[config.mk]
export PLATFORM = sky130hd
export DESIGN_NAME = adder32_cla
export DESIGN_NICKNAME = d
export VERILOG_FILES = /design/src/rtl/adder32_pkg.sv /design/src/rtl/adder32_cla_cla4.sv /design/src/rtl/adder32_cla.sv
export SDC_FILE = /design/constraint.sdc
export NUM_CORES = 1
export LEC_CHECK = 0
export ABC_AREA = 0
export BUFFER_PORTS_ARGS = -buffer_cell sky130_fd_sc_hd__buf_2
export CAP_MARGIN = 10
export CORE_UTILIZATION = 50
export CTS_BUF_LIST = sky130_fd_sc_hd__clkbuf_8
export DETAILED_ROUTE_END_ITERATION = 8
export PLACE_DENSITY_LB_ADDON = 0.15
export RECOVER_POWER = 25
export SLEW_MARGIN = 20
export SYNTH_ARGS = -nofsm -noshare
export SYNTH_HDL_FRONTEND = slang
export SYNTH_HIERARCHICAL = 1
export SYNTH_SLANG_ARGS = --single-unit
[constraint.sdc]
create_clock -name clk -period 5.9 [get_ports clk]
set_input_delay 0.59 -clock clk [delete_from_list [all_inputs] [get_ports clk]]
set_output_delay 0.59 -clock clk [all_outputs]
set_load 0.03 [all_outputs]
[src/rtl/adder32_pkg.sv]
// Shared types, constants and lookahead helpers for the adder32_cla datapath.
package adder32_pkg;

  localparam int ADD_WIDTH = 32;
  localparam int CLA_GROUP = 4;

  typedef logic [ADD_WIDTH-1:0] word_t;

  typedef struct packed {
    logic cout;
    logic ovf;
    logic zero;
  } add_flags_t;

  // Group generate/propagate over four generate/propagate pairs: returns {G, P}.
  function automatic logic [1:0] group_gp(input logic [3:0] g, input logic [3:0] p);
    logic grp_g;
    logic grp_p;
    grp_g = g[3] | (p[3] & g[2]) | (p[3] & p[2] & g[1]) | (p[3] & p[2] & p[1] & g[0]);
    grp_p = &p;
    return {grp_g, grp_p};
  endfunction

  // Carries into positions 1..3 of a four-wide group, flattened (no ripple).
  function automatic logic [2:0] inner_carries(input logic [3:0] g, input logic [3:0] p,
                                               input logic cin);
    logic [2:0] c;
    c[0] = g[0] | (p[0] & cin);
    c[1] = g[1] | (p[1] & g[0]) | (p[1] & p[0] & cin);
    c[2] = g[2] | (p[2] & g[1]) | (p[2] & p[1] & g[0]) | (p[2] & p[1] & p[0] & cin);
    return c;
  endfunction

endpackage

[src/rtl/adder32_cla_cla4.sv]
// 4-bit carry-lookahead slice: sum bits plus group generate/propagate for the next level.
module cla4
  import adder32_pkg::*;
(
  input  logic [3:0] a,
  input  logic [3:0] b,
  input  logic       cin,
  output logic [3:0] s,
  output logic       g,
  output logic       p
);

  logic [3:0] bit_g;
  logic [3:0] bit_p;
  logic [2:0] c;

  assign bit_g   = a & b;
  assign bit_p   = a ^ b;
  assign c       = inner_carries(bit_g, bit_p, cin);
  assign s       = bit_p ^ {c, cin};
  assign {g, p}  = group_gp(bit_g, bit_p);

endmodule

[src/rtl/adder32_cla.sv]
// 32-bit two-level carry-lookahead adder with a registered sum.
// Define ADDER32_FLAGS_EN to add the cout/ovf/zero flags and their registered copy.
module adder32_cla
  import adder32_pkg::*;
#(
  parameter int WIDTH = ADD_WIDTH
) (
  input  logic             clk,
  input  logic             rst_n,
  input  logic [WIDTH-1:0] a,
  input  logic [WIDTH-1:0] b,
  output logic [WIDTH-1:0] sum,
  output logic [WIDTH-1:0] sum_q
`ifdef ADDER32_FLAGS_EN
  ,
  output logic             cout,
  output logic             ovf,
  output logic             zero,
  output logic [2:0]       flags_q
`endif
);

  localparam int NSLICE = WIDTH / CLA_GROUP;
  localparam int NBLOCK = (NSLICE + 3) / 4;
  localparam int NPAD   = NBLOCK * 4;

  logic [NPAD-1:0] slice_g;
  logic [NPAD-1:0] slice_p;
  logic [NBLOCK-1:0] block_g;
  logic [NBLOCK-1:0] block_p;
  // carry[i] is the carry into slice i; carry[NSLICE] is the carry out of the MSB.
  logic [NPAD:0] carry;

  assign carry[0] = 1'b0;

  for (genvar s = 0; s < NPAD; s++) begin : g_slice
    if (s < NSLICE) begin : g_real
      cla4 u_cla4 (
        .a   (a[CLA_GROUP*s +: CLA_GROUP]),
        .b   (b[CLA_GROUP*s +: CLA_GROUP]),
        .cin (carry[s]),
        .s   (sum[CLA_GROUP*s +: CLA_GROUP]),
        .g   (slice_g[s]),
        .p   (slice_p[s])
      );
    end else begin : g_pad
      assign slice_g[s] = 1'b0;
      assign slice_p[s] = 1'b0;
    end
  end

  // Second lookahead level: each block of four slices yields its own G/P and
  // the slice carries inside it are formed directly from the block carry-in.
  for (genvar k = 0; k < NBLOCK; k++) begin : g_block
    assign {block_g[k], block_p[k]} = group_gp(slice_g[4*k +: 4], slice_p[4*k +: 4]);
    assign carry[4*k+3 -: 3] = inner_carries(slice_g[4*k +: 4], slice_p[4*k +: 4], carry[4*k]);
    assign carry[4*k+4]      = block_g[k] | (block_p[k] & carry[4*k]);
  end

`ifdef ADDER32_FLAGS_EN
  add_flags_t flags;

  assign flags.cout = carry[NSLICE];
  assign flags.ovf  = (a[WIDTH-1] == b[WIDTH-1]) && (sum[WIDTH-1] != a[WIDTH-1]);
  assign flags.zero = ~|sum;
  assign cout       = flags.cout;
  assign ovf        = flags.ovf;
  assign zero       = flags.zero;

  always_ff @(posedge clk or negedge rst_n) begin
    if (!rst_n) begin
      flags_q <= '0;
    end else begin
      flags_q <= flags;
    end
  end
`else
  logic unused_carry_out;
  assign unused_carry_out = carry[NSLICE];
`endif

  always_ff @(posedge clk or negedge rst_n) begin
    if (!rst_n) begin
      sum_q <= '0;
    end else begin
      sum_q <= sum;
    end
  end

endmodule

==> impl_metrics.tcl, run 1 <==
set metrics [dict create \
    hold_viol 0 \
    cts_max_level 2 \
    synthToLayoutAreaGrowth_pct 34.98 \
    grt_use_total_pct 22.47 \
    min_path_type "in -> reg" \
    core_um2 4384 \
    row_count 24 \
    status "finished, violations left" \
    nFillCells 366 \
    setup-tns-final_ns 0 \
    regMostFlops "sum_q" \
    final_util_pct 71.03 \
    cts_sinks 32 \
    wl_met1_um 2197 \
    drtIter0Drc 56 \
    num_antenna_cells 0 \
    post-cts-setup-buffer-count 0 \
    place_congestion 0.8262 \
    clkTransAtPathRegs_ns 0.07 \
    largestRegisters "sum_q: 32 flops" \
    design.die.area_um2 4890 \
    cts-hold-fix-buffers 0 \
    grt_pass1_vias 1963 \
    cp_slowest_cell "fa_1" \
    drive_gt1_share_pct 42.09 \
    fin_crit_sh_pct 62.02 \
    die_h_um 69.93 \
    cts_buffers 5 \
    cp_data_arrival_time_ns 3.07 \
    netlist_instances 215 \
    grt_pass1_wl_um 8707 \
    final_antenna_net_count 0 \
    failed_checks "capacitance limit, slew limit" \
    cp.required_ns 5.31 \
    vias_per_cell 5.076 \
    slew_viol_final 33 \
    leakage_nw 1.832 \
    grt_max_degree 33 \
    setup_viol 0 \
    routed_wl_um 5449 \
    finalCriticalPeriod_ns 3.659 \
    cts_buffer_depth 2 \
    dr_wl_met2_um 2965 \
    vias 2061 \
    antenna_found_initial 0 \
    grt_setup_unrepaired "no" \
    tightest_slew_ns 1.733 \
    ff_latch_area_um2 800.8 \
    worst-path-buf-inv 4 \
    relSlewSlack_pct -15.54 \
    cp_top_family "compound AO/OA/AOI/OAI gates" \
    top_layer "met4" \
    path_max_fanout 5 \
    crit_type "in -> out" \
    crit_chain "buf_2, ha_1, a21oi_1, nand2_1, a21o_1, a21o_1, nand4_1, nand3_2, a31o_1, inv_1, fa_1, inv_1, buf_2" \
    drv_cap 1 \
    cts_tree "built" \
    max_freq_ghz 0.2733 \
    startpoint_type "input port" \
    ctsResizeCount 0 \
    synth_warnings 6 \
    detail_route.wl_per_cell_um 13.42 \
    finalNetCount 467 \
    fp.dieW_um 69.93 \
    io_pins 130 \
    ctsRootBufferMaster "clkbuf_8" \
    largest_reg_flops 32 \
    critPathMaxStageDelay_ns 0.40 \
    synth_area_um2 2307 \
    drc 0 \
    dr.pass1.iters 4 \
    dp_hpwl_um 4528 \
    peakVddDrop_mv 0.1298 \
    syn_avg_cell_area_um2 10.73 \
    multi_input_area_um2 1394 \
    power.density_nw_per_um2 300.3 \
    end_kind "output port" \
    io_buffers 129 \
    overflow 0 \
    initial_core_util_pct 52.63 \
    wl_met3_um 245 \
]
## final timing paths
kind	from	endpoint	cells after the start
worst max-delay path	a[2]	sum[28]	13
worst min-delay path	b[31]	sum_q[31]	3
min in group asynchronous	rst_n	sum_q[7]	1
max in group asynchronous	rst_n	sum_q[11]	1
## where the power goes
| group | internal (mW) | total, mW | switching [mW] |
|---|---|---|---|
| registers | 0.266 | 0.276 | 0.00980 |
| clock network | 0.0916 | 0.169 | 0.0771 |
| logic | 0.149 | 0.491 | 0.341 |
| total | 0.507 | 0.935 | 0.428 |
## layout make-up
class                           instances  share of cell area, %
Multi-Input combinational cell        153                  44.76
Clock inverter                          2                 0.2411
Sequential cell                        32                  25.71
Clock buffer                            6                  2.652
Inverter                               32                  3.857
Timing Repair Buffer                  129                  20.69
Tap cell                               52                  2.089
## stage by stage
step / worst slack (ns) / instance area (um^2) / hold slack [ns] / power (mW) / cells
after floorplan: 2.515 / 2315 / 0.2944 / 0.6189 / 217
after global placement: 2.322 / 3025 / 0.6854 / 0.7629 / 398
after detailed placement: 2.223 / 3025 / 0.6853 / 0.7727 / 398
after CTS: 2.219 / 3115 / 0.3891 / 0.9440 / 406
after global routing: 2.088 / 3114 / 0.6630 / 0.9842 / 406
final: 2.241 / 3114 / 0.6469 / 0.9352 / 406
## placed cells by master, fill, tap and decap left out, drive strengths merged
cell and n:
nand3 18, inv 34, nand2 7, and4 6
xnor2 16, conb 3, a21oi 17, nand4 9
dfrtp 32, a21o 20, clkbuf 7, xor2 8
a31o 1, buf 128, fa 8, ha 40
## routing by layer
| layer | track usage, % | vias to the layer above |
|---|---|---|
| met5 | 0 | - |
| met4 | 7.778 | 0 |
| met3 | 3.752 | 4 |
| met2 | 41.56 | 73 |
| met1 | 25.99 | 975 |
| li1 | - | 1009 |
## tightest hold or removal path, cell delays in order
cell and delay, ns:
buf_2 0.08, ha_1 0.13, xor2_1 0.08
No activity file was read; power rests on OpenSTA's default activity.
==> run 2, diff against run 1 <==
- ABC_AREA: 0 -> 1
- CORE_UTILIZATION: 50 -> 48
- clock period: 5.9 -> 3.4 ns (I/O delays scaled with it)
==> run 2 against run 1 <==
Compared with the run above:
- clock power grew 89%
- routed wire length shrank 2.5%
- the run still ends with capacitance limit, slew limit left
- critical path type unchanged
- worst setup slack lost 1.9 ns
- non-clock buffer count is the same
- utilization shrank 4.8 points
- critical path depth grew 3
==> impl_metrics.tcl, run 2 <==
set metrics [dict create \
    final_antenna_net_count 0 \
    dp_hpwl_um 4529 \
    whs_ns 0.4663 \
    min_path_type "in -> reg" \
    initial_core_util_pct 49.85 \
    place_congestion 0.7975 \
    io_buffers 129 \
    cts_sinks 32 \
    vias_per_cell 4.548 \
    worstHoldEndpoint "sum_q[2]" \
    hold_viol 0 \
    syn_avg_cell_area_um2 8.267 \
    detail_route.wl_per_cell_um 10.30 \
    cts_tree "built" \
    cts_max_level 2 \
    drive_gt1_share_pct 35.65 \
    cts_buffer_depth 2 \
    design.die.area_um2 5600 \
    nFillCells 462 \
    cp_data_arrival_time_ns 2.67 \
    clkTransAtPathRegs_ns 0.06 \
    status "finished, violations left" \
    end_kind "output port" \
    synthToLayoutAreaGrowth_pct 32.83 \
    fp.dieW_um 74.83 \
    peakVddDrop_mv 0.2541 \
    core_um2 5107 \
    hold_depth 3 \
    netlist_instances 308 \
    synth_warnings 6 \
    crit_type "in -> out" \
    drc 0 \
    mostFrequentLayoutCells "buf_2, inv_1, nand2_1, ha_1, dfrtp_1" \
    io_pins 130 \
    die_h_um 74.83 \
    cp.required_ns 3.06 \
    synth_area_um2 2546 \
    drv_cap 1 \
    path_max_fanout 6 \
    cts_buffers 5 \
    wl_met1_um 2295 \
    grt_use_total_pct 19.82 \
    tightest_slew_ns 1.826 \
    grt_max_degree 33 \
    grt_pass1_vias 2161 \
    grt_pass1_wl_um 8500 \
    dr.pass1.iters 4 \
    startpoint_type "input port" \
    finalCriticalPeriod_ns 3.011 \
    top_layer "met4" \
    dr_wl_met2_um 2633 \
    setup-tns-final_ns 0 \
    wl_met3_um 316 \
    num_antenna_cells 0 \
    vias 2347 \
    largest_reg_flops 32 \
    post-place-ws_ns 0.3717 \
    layout_commonest_cell "buf_2" \
    ctsRootBufferMaster "clkbuf_8" \
    row_count 26 \
    post-cts-setup-buffer-count 0 \
    routed_wl_um 5314 \
    cts-hold-fix-buffers 0 \
    power.density_nw_per_um2 477.5 \
    holdCritStartpoint "b[2]" \
    antenna_found_initial 0 \
    failed_checks "capacitance limit, slew limit" \
    overflow 0 \
    drtIter0Drc 68 \
    regMostFlops "sum_q" \
    grt_setup_unrepaired "no" \
    slew_viol_final 33 \
    ctsResizeCount 0 \
    largestRegisters "sum_q: 32 flops" \
    max_freq_ghz 0.3321 \
    layout_setup_ws_ns 0.3886 \
    finalNetCount 560 \
    fin_crit_sh_pct 88.57 \
    leakage_nw 2.001 \
    setup_viol 0 \
    relSlewSlack_pct -21.71 \
]
==> run 2: how the worst max path moves through the flow <==
stage          start       to  slack [ns]  cells after the start
6_report        a[1]  sum[29]        0.39                     16
5_1_grt         b[1]  sum[21]        0.07                     16
4_1_cts         a[1]  sum[21]        0.37                     16
3_5_place_dp    a[1]  sum[29]        0.37                     16
3_3_place_gp    a[1]  sum[21]        0.41                     16
2_1_floorplan   a[1]  sum[25]        0.53                     14
==> run 2: per-stage QoR <==
stage               std cells  power (mW)  area [um^2]  utilization (%)
floorplan                 310       1.059         2554                -
global placement          509       1.298         3287            64.36
detailed placement        509       1.311         3287            64.36
CTS                       516       1.636         3383            66.24
global route              516       1.729         3382            66.22
finish                    516       1.615         3382            66.22
==> run 2: area by class of cell <==
| cell class | instances | area (um^2) | share of cell area [%] |
|---|---|---|---|
| flip-flops and latches | 32 | 800.8 | 23.68 |
| repair buffers | 129 | 644.4 | 19.05 |
| clock buffers | 7 | 96.34 | 2.849 |
| well taps | 70 | 87.58 | 2.590 |
| multi-input cells | 209 | 1494 | 44.17 |
| inverters | 69 | 259.0 | 7.658 |
==> run 2: power breakdown <==
group	internal, mW	total, mW	switching (mW)	leakage (nW)
Combinational	0.244	0.822	0.578	1.58
Clock	0.180	0.319	0.139	0.0503
Sequential	0.457	0.474	0.0169	0.375
==> run 2: worst max-delay path, cell delays in order <==
cell and delay, ns:
buf_2 0.10, ha_1 0.35, nand2_1 0.08, nor2_1 0.09, nor2_1 0.07, o21bai_1 0.25, nand2_1 0.11, nand2_2 0.12
nand2_2 0.06, nand2_2 0.12, nand2_1 0.06, nand2_1 0.10, inv_1 0.06, fa_1 0.37, xnor2_1 0.17, buf_2 0.22
==> run 2: metal layers <==
layer | track usage, % | up-vias
met4 | 7.966 | 0
met1 | 22.32 | 1044
met5 | 0 | -
li1 | - | 1219
met2 | 36.14 | 78
met3 | 4.418 | 6
==> run 3, diff against run 2 <==
- RECOVER_POWER: 25 -> default
==> run 3 against run 2 <==
Compared with the run above:
- the flow now finishes without violations
- clock-buffer cell count stayed put
- hold slack worse by 0.34 ns
- sequential share of layout area hardly changed
- critical endpoint unchanged
==> impl_metrics.tcl, run 3 (same netlist as run 2, synthesis figures left out) <==
set metrics [dict create \
    overflow 0 \
    cts_tree "built" \
    layout_setup_ws_ns 0.3886 \
    fin_crit_sh_pct 88.57 \
    grt_use_total_pct 19.82 \
    design.die.area_um2 5600 \
    cts_buffer_depth 2 \
    startpoint_type "input port" \
    ctsRootBufferMaster "clkbuf_8" \
    synthToLayoutAreaGrowth_pct 32.87 \
    min_path_type "in -> async" \
    path_max_fanout 6 \
    final_cell_area_um2 3383 \
    slew_viol_final 0 \
    hold_viol 0 \
    critPathMaxStageDelay_ns 0.37 \
    final_antenna_net_count 0 \
    placed_cells 509 \
    dpl-instance-area_um2 3287 \
    detail_route.wl_per_cell_um 10.30 \
    ctsResizeCount 0 \
    io_buffers 129 \
    num_antenna_cells 0 \
    nFillCells 461 \
    cts_buffers 5 \
    row_count 26 \
    layout_commonest_cell "buf_2" \
    drv_cap 0 \
    post-cts-setup-buffer-count 0 \
    cp_top_family "simple AND/OR/NAND/NOR gates" \
    cts_sinks 32 \
    finalCriticalPeriod_ns 3.011 \
    worst-path-buf-inv 3 \
    mostFrequentLayoutCells "buf_2, inv_1, nand2_1, ha_1, dfrtp_1" \
    power.density_nw_per_um2 477.4 \
    drive_gt1_share_pct 35.87 \
    routed_wl_um 5316 \
    final_util_pct 66.24 \
    cts_max_level 2 \
    grt_max_degree 33 \
    setup_viol 0 \
    grt_pass1_wl_um 8500 \
    grt_pass1_vias 2161 \
    core_um2 5107 \
    finalNetCount 560 \
    die_h_um 74.83 \
    path_common_cell "nand2_1" \
    whs_ns 0.1285 \
    cp_slowest_cell "fa_1" \
    place_congestion 0.7975 \
    status "finished, final reports clean" \
    drc 0 \
    power_mw 1.615 \
    cts-hold-fix-buffers 0 \
    crit_chain "buf_2, ha_1, nand2_1, nor2_1, nor2_1, o21bai_1, nand2_1, nand2_2, nand2_2, nand2_2, nand2_1, nand2_1, inv_1, fa_1, xnor2_1, buf_2" \
    io_pins 130 \
    crit_type "in -> out" \
    relSlewSlack_pct 49.06 \
    initial_core_util_pct 49.85 \
    grt_setup_unrepaired "no" \
    setup-tns-final_ns 0 \
    largest_reg_flops 32 \
    dp_hpwl_um 4529 \
    fp.dieW_um 74.83 \
    regMostFlops "sum_q" \
    vias_per_cell 4.548 \
    largestRegisters "sum_q: 32 flops" \
    peakVddDrop_mv 0.2541 \
    tightest_slew_ns 0.7641 \
    max_freq_ghz 0.3321 \
    dr.pass1.iters 4 \
    vias 2347 \
    post-place-ws_ns 0.3717 \
    end_kind "output port" \
    cp.required_ns 3.06 \
    final_cells 516 \
    clkTransAtPathRegs_ns 0.07 \
    antenna_found_initial 0 \
    cp_data_arrival_time_ns 2.67 \
    leakage_nw 2.004 \
    drtIter0Drc 68 \
]
## run 3: final timing paths
| path | to | cells after the start | start | slack, ns |
|---|---|---|---|---|
| min | sum_q[29] | 1 | rst_n | 0.13 |
| max in group asynchronous | sum_q[5] | 1 | rst_n | 2.78 |
| max | sum[29] | 16 | a[1] | 0.39 |
| min in group clk | sum_q[2] | 3 | b[2] | 0.47 |
## run 3: report_power, final
group | switching, mW | leakage, nW | internal (mW)
clock network | 0.139 | 0.0503 | 0.180
logic | 0.578 | 1.58 | 0.244
registers | 0.0169 | 0.375 | 0.457
total | 0.734 | 2.00 | 0.881
## run 3: layout make-up
type	instances	area, um^2	share of cell area (%)
multi-input combinational	209	1494	44.16
sequential	32	800.8	23.67
timing repair buffer	129	645.6	19.08
inverter	69	259.0	7.655
clock buffer	7	96.34	2.848
tap	70	87.58	2.589
## run 3: metal layers
layer  vias up  GRT usage, %  routed length [um]
li1       1219             -                   -
met1      1044         22.32                2296
met2        78         36.14                2633
met3         6         4.418                 317
met4         0         7.966                  68
met5         -             0                   0
